==> src/rtl/fifo_sync.sv <==
// Synchronous 8 x 32 FIFO with registered read data, per-request ack/err pulses
// and combinational full/empty/data_count decoded from the stored word count.
module fifo_sync #(
    parameter int DATA_WIDTH = 32,
    parameter int ADDR_WIDTH = 3,
    parameter int CNT_WIDTH  = 4
) (
    input  logic                  clk,
    input  logic                  reset_n,
    input  logic                  wr_en,
    input  logic                  rd_en,
    input  logic [DATA_WIDTH-1:0] d_in,
    output logic [DATA_WIDTH-1:0] d_out,
    output logic                  full,
    output logic                  empty,
    output logic                  wr_ack,
    output logic                  wr_err,
    output logic                  rd_ack,
    output logic                  rd_err,
    output logic [CNT_WIDTH-1:0]  data_count
);

    localparam int DEPTH = 2 ** ADDR_WIDTH;
    localparam logic [CNT_WIDTH-1:0] CNT_FULL = CNT_WIDTH'(DEPTH);

    // Request classification for one edge, judged against the pre-edge count.
    localparam logic [2:0] OP_NO_OP   = 3'd0;
    localparam logic [2:0] OP_WRITE   = 3'd1;
    localparam logic [2:0] OP_WR_ERR  = 3'd2;
    localparam logic [2:0] OP_READ    = 3'd3;
    localparam logic [2:0] OP_RD_ERR  = 3'd4;
    localparam logic [2:0] OP_BOTH    = 3'd5;
    localparam logic [2:0] OP_BOTH_E  = 3'd6;
    localparam logic [2:0] OP_BOTH_F  = 3'd7;

    logic [DATA_WIDTH-1:0] mem [DEPTH];
    logic [ADDR_WIDTH-1:0] wr_ptr;
    logic [ADDR_WIDTH-1:0] rd_ptr;
    logic [CNT_WIDTH-1:0]  count;

    logic [2:0] op;
    logic       do_write;
    logic       do_read;
    logic       reject_write;
    logic       reject_read;

    assign full       = (count == CNT_FULL);
    assign empty      = (count == '0);
    assign data_count = count;

    always_comb begin
        // NOTE: every output of this block gets a default first so no path leaves a latch.
        op           = OP_NO_OP;
        do_write     = 1'b0;
        do_read      = 1'b0;
        reject_write = 1'b0;
        reject_read  = 1'b0;

        unique case ({wr_en, rd_en})
            2'b10:   op = full  ? OP_WR_ERR : OP_WRITE;
            2'b01:   op = empty ? OP_RD_ERR : OP_READ;
            2'b11:   op = empty ? OP_BOTH_E : (full ? OP_BOTH_F : OP_BOTH);
            default: op = OP_NO_OP;
        endcase

        case (op)
            OP_WRITE:  do_write = 1'b1;
            OP_WR_ERR: reject_write = 1'b1;
            OP_READ:   do_read = 1'b1;
            OP_RD_ERR: reject_read = 1'b1;
            OP_BOTH: begin
                do_write = 1'b1;
                do_read  = 1'b1;
            end
            // Empty: the word is stored but not bypassed to d_out.
            OP_BOTH_E: begin
                do_write    = 1'b1;
                reject_read = 1'b1;
            end
            // Full: fullness is judged before the read frees a slot.
            OP_BOTH_F: begin
                do_read      = 1'b1;
                reject_write = 1'b1;
            end
            default: ;
        endcase
    end

    // NOTE: storage has no reset; pointers and count alone define which words are valid.
    always_ff @(posedge clk) begin
        if (do_write) begin
            mem[wr_ptr] <= d_in;
        end
    end

    // NOTE: sequential state uses non-blocking assignments so all registers update together.
    always_ff @(posedge clk or negedge reset_n) begin
        if (!reset_n) begin
            wr_ptr <= '0;
            rd_ptr <= '0;
            count  <= '0;
            d_out  <= '0;
            wr_ack <= 1'b0;
            wr_err <= 1'b0;
            rd_ack <= 1'b0;
            rd_err <= 1'b0;
        end else begin
            wr_ack <= do_write;
            wr_err <= reject_write;
            rd_ack <= do_read;
            rd_err <= reject_read;

            if (do_write) begin
                wr_ptr <= wr_ptr + ADDR_WIDTH'(1);
            end
            if (do_read) begin
                d_out  <= mem[rd_ptr];
                rd_ptr <= rd_ptr + ADDR_WIDTH'(1);
            end

            unique case ({do_write, do_read})
                2'b10:   count <= count + CNT_WIDTH'(1);
                2'b01:   count <= count - CNT_WIDTH'(1);
                default: count <= count;
            endcase
        end
    end

endmodule

==> config.mk <==
export PLATFORM = sky130hd
export DESIGN_NAME = fifo_sync
export DESIGN_NICKNAME = d
export VERILOG_FILES = /design/src/rtl/fifo_sync.sv
export SDC_FILE = /design/constraint.sdc
export NUM_CORES = 1
export LEC_CHECK = 0
export ABC_AREA = 1
export BUFFER_PORTS_ARGS = -buffer_cell sky130_fd_sc_hd__buf_2
export CAP_MARGIN = 20
export CORE_ASPECT_RATIO = 0.7
export CORE_MARGIN = 8
export CORE_UTILIZATION = 50
export CTS_BUF_LIST = sky130_fd_sc_hd__clkbuf_4
export DETAILED_ROUTE_END_ITERATION = 10
export PLACE_DENSITY = 0.66
export SLEW_MARGIN = 20
export SYNTH_ARGS = -nofsm -noshare
export SYNTH_HDL_FRONTEND = slang
export SYNTH_SLANG_ARGS = --single-unit
==> constraint.sdc <==
create_clock -name clk -period 7.8 [get_ports clk]
set_clock_uncertainty 0.05 [all_clocks]
set_input_delay 0.39 -clock clk [delete_from_list [all_inputs] [get_ports clk]]
set_output_delay 0.39 -clock clk [all_outputs]
set_load 0.01 [all_outputs]
Yosys cells after proc, flatten, opt, wreduce, memory -nomap -nowiden --
Memory sizes are Yosys's and may differ from the RTL's. A register that Yosys moved wholly into a read port is not among the register bits. Cells that the tools add are included. Widths: inputs -> output; s select.
Operators by class: add/sub/neg operators 4, eq/ne operators 13, muxes and demuxes 12, reduce and logical (&&, ||, !) cells 7
Operators with widths (count):
- $eq 3x3->1 const B | 4
- $pmux 3 s3 | 1
- $pmux 4 s2 | 1
- $add 3x1->3 const B | 2
- $eq 2x2->1 const B | 3
- $eq 3x2->1 const B | 2
- $mux 1 | 6
- $mux 2 | 3
- $reduce_or 3->1 | 2
- $add 4x1->4 const B | 1
- $eq 2x1->1 const B | 2
- $eq 4x4->1 const B | 1
- $logic_not 4->1 | 1
- $reduce_or 2->1 | 2
- $sub 4x1->4 const B | 1
- $eq 3x1->1 const B | 1
- $mux 3 | 1
- $reduce_bool 2->1 | 1
- $logic_not 1->1 | 1
Word-level totals: register bits after elaboration 14, RAM bits 256, input port bits 36, logic and storage cells 44, memories 1
Memories:
- mem | words 8, width 32, read ports 1, clocked after Yosys merged registers in 1, wr ports 1, line 36 | logic [DATA_WIDTH-1:0] mem [DEPTH];

Depth between registers and ports, before layout --
depth after elaboration 9, gate-level depth with buffers 15, gate-level depth less buffers 15

Least setup slack after synthesis --
OpenSTA, ideal clock, no wires.
path kind flip-flop to flip-flop, start reg count[0] (netlist: data_count[0]), end mem mem[0][0], enable pin, library setup time 421 ps, arrival time 2463 ps, setup slack 4866 ps, stages on the path, launching flop included 6, buffers on the path 0, cell sequence dfrtp_1 -> nor2_4 -> nand2_1 -> nand2_2 -> or2_2 -> nor2_1
On the way: word-level cells in the longest chain between the ends 9, elaborated cells between the ends (all ways) 14, classes of those cells 4 x eq/ne; 8 x mux; 2 x reduce/logical
Ends and longest elaborated chain:
- start: declaration | line 39 | logic [CNT_WIDTH-1:0] count;
- start signal: assignment | line 122 | 2'b10: count <= count + CNT_WIDTH'(1);
- start signal: assignment | line 123 | 2'b01: count <= count - CNT_WIDTH'(1);
- start signal: assignment | line 124 | default: count <= count;
- $eq 4x4->1 | line 47 | assign full = (count == CNT_FULL);
- $mux 2 (2 in a row) | line 62 | 2'b11: op = empty ? OP_BOTH_E : (full ? OP_BOTH_F : OP_BOTH);
- $pmux 3 s3 * | line 59 | unique case ({wr_en, rd_en})
- $eq 3x3->1 or $eq 3x1->1 (tied branches) | line 66 | case (op)
- $reduce_or 3->1 (no line) *
- $mux 1 * | line 66
- $mux 1 * | line 91 | if (do_write) begin
- $mux 1 (implied by the code) * | line 92 | mem[wr_ptr] <= d_in;
- end: declaration | line 36
Mark *: on every way between the ends. The rest lies on a longest branch, timed or not.

==> metrics <==
outcome=finished, final reports clean; initial antenna violation count=1; CTS root buffer=clkbuf_4; Cell Pwr Density=367 nW/um2; Mapped Cells=949; post-cts sizing count=0; Critical Path AT=3.27 ns; R2R Path End=d_out[10]; most frequent cell after synthesis=edfxtp_1; drt via density=5.24; total leakage power=roughly 5.2 nW; Worst path depth=6; switching power=1.84 mW; Vias=just under 8000; r2r worst-path depth=6; Reg area=~8800 um2; period utilisation layout=34.9%; die width=200 um; Worst EP required=about 8.4 ns; 1st-pass router iterations=5; CTS sink cnt=302; fin crit period=2.72 ns; DRC Markers=0; htree depth=3; Min Hold Slack=between 0.3 and 0.4 ns; register share of total power=44.1%; drt wl/cell=18.6 um; max incr delay on CP=0.87 ns; row cnt=47; Max Cap Violations=0; post-synthesis sequential area ratio=74.2%; type of origin of the critical path=flop; Netlist cell types=24; Post-synth top cells=edfxtp_1 (256), nor2_1 (237), o21ai_0 (108); die height=145 um; GRT Util Overall=a little under a fifth; Post-synth EDFFs=256; vias in the first global route=7736; post-synth top area cell=edfxtp_1; GR Layer Usage met3=roughly 4.6%; Max clock buf depth=3; Bufs and invs on worst path=2; WL final=27400 um; count of input and output buffers=77; asr flop ratio synth=~15%; die footprint=29100 um2; global route total overflow=0; slowest CP cell=buf_4; synthesized flop and latch total=302; RSZ-0062 raised after global routing=no; total power=5.07 mW; final-stage net count=between 1000 and 1500; Clk Latency, worst-skew pair=slightly below 0.7 ns; Setup violations, final=0; Hold Fails Final Rpt=0; CTS Buf Count=71; Slew headroom=between 20% and 30%; initial core utilization=50.6%; area of the multi-input gates=2720 um2; Synth Flop Type=edfxtp_1; first-pass GRT wire length=43200 um; HPWL after DPL=between 10000 and 15000 um; internal reg-to-reg setup slack=5.08 ns; core area=23500 um2; Switching Share=36.2%; Logic pwr share=30.8%; max-slew violations=0; CTS tree=done; drt initial violations=644; Slew @ Worst Pin=1.07 ns; CP delay by family, top=buffers and inverters; Int Power=between 3 and 4 mW; CP most frequent cell=nand3_1; Post-Syn Area=11900 um2; GPL Wtd Cong=0.729; Worst Hold Class=input pin to async pin; CP max FO=around 100; critical path class=flop to flop; Avg Synthesized Cell Area=12.5 um2; YS warnings=0; GR Util met2=29.1%; top-area cell type share of the netlist area=64.6%; GR peak layer=met2; clock network power share=25.2%; fillers=about 2000; r2r startpoint=rd_ptr[0]; fmax=0.367 GHz; Max VDD drop=286 uV; leading post-synthesis cells by cell area=edfxtp_1 (65%), dfrtp_1 (9.7%), nor2_1 (7.5%); crit-path cells=clkinv_2, buf_4, o21ai_0, nand3_1, nand3_1, nand2_1; Sum Neg Setup Slack=0 ns; Area Growth Syn to Fin=15.9%; endpoint class of the critical path=flop; io pins=78; grt met1 use=between 20% and 30%; pin count of the biggest net entering global routing=104; Clock Pin Slew Worst Setup and Hold Paths=about 0.07 ns; Routed Antenna Nets=0; layout cell share with drive strength beyond 1=20.2%; Mapped Nets=990
## metrics by stage
step	cell area [um2]	util, %	instances	worst slack, ns
floorplan	11900	-	949	4.87
global placement	12500	53.3	1303	5.17
detailed placement	12500	53.3	1303	5.09
CTS	13800	58.6	1468	5.07
global route	13800	58.7	1469	4.81
finish	13800	58.7	1469	5.08
## worst max-delay path by stage
stage           endpoint           from
2_1_floorplan  mem[0][0]  data_count[0]
4_1_cts        d_out[19]      rd_ptr[0]
3_5_place_dp   d_out[19]      rd_ptr[0]
5_1_grt        d_out[19]      rd_ptr[0]
3_3_place_gp   d_out[18]      rd_ptr[0]
6_report       d_out[10]      rd_ptr[0]
## tightest hold or removal path, cell delays in order
cell,delay [ns]
dlygate4sd3_1,0.52
buf_2,0.09
buf_4,0.57
## routing by layer
metal | wire (um) | vias to the layer above | part of all wire, %
li1 | - | 3687 | -
met5 | 0 | - | 0
met4 | 475 | 0 | 1.7
met3 | 1540 | 47 | 5.6
met1 | 12600 | 3726 | 46
met2 | 12700 | 234 | 46
## cell type report
| cell class | count | share of cell area, % |
|---|---|---|
| tap | 318 | 2.88 |
| clock buffer | 115 | 6.26 |
| clock inverter | 15 | 0.408 |
| antenna | 1 | 0.0181 |
| inverter | 18 | 0.499 |
| multi-input combinational | 573 | 19.7 |
| sequential | 302 | 64.1 |
| timing repair buffer | 127 | 6.15 |
## registers in the layout (all words and copies together) (netlist names)
name        cells
rd_ptr          3
wr_ptr          3
wr_ack          1
wr_err          1
data_count      4
d_out          32
mem           256
rd_err          1
rd_ack          1
## cell families after synthesis
logic type                 synth area share (%)
adders and majority gates                 0.589
DFF                                        74.2
AOI/OAI and AO/OA                          7.66
and+or+nand+nor                            13.7
xor gates and xnor gates                  0.368
buffers and inverters                      3.42
## layout by cell type, fill, tap and decap left out, types with 4 or more instances in the layout
cell and count:
nor2_4 9, clkbuf_4 115, nand2_1 85, nand2_4 4, dfrtp_1 45, buf_4 15, o21ai_1 23, clkinv_1 12
o211ai_1 32, nand3_1 69, xor2_1 4, ha_1 4, buf_2 77, nor2_1 229, edfxtp_1 256, inv_1 14
dlygate4sd3_1 35, o21ai_0 108, inv_2 6
## power by group through the flow
stage                     clock (mW)  sequential [mW]  combinational [mW]
after floorplan                    0             2.26                1.09
after global placement             0             2.27                1.52
after detailed placement           0             2.27                1.56
after CTS                       1.31             2.24                1.58
after global routing            1.40             2.27                1.76
final                           1.28             2.23                1.56
## what timing repair did
action,CTS,global route
setup buffers,0,0
hold buffers,35,0
endpoints found under the hold margin,306,0
No activity file was read; power rests on OpenSTA's default activity.
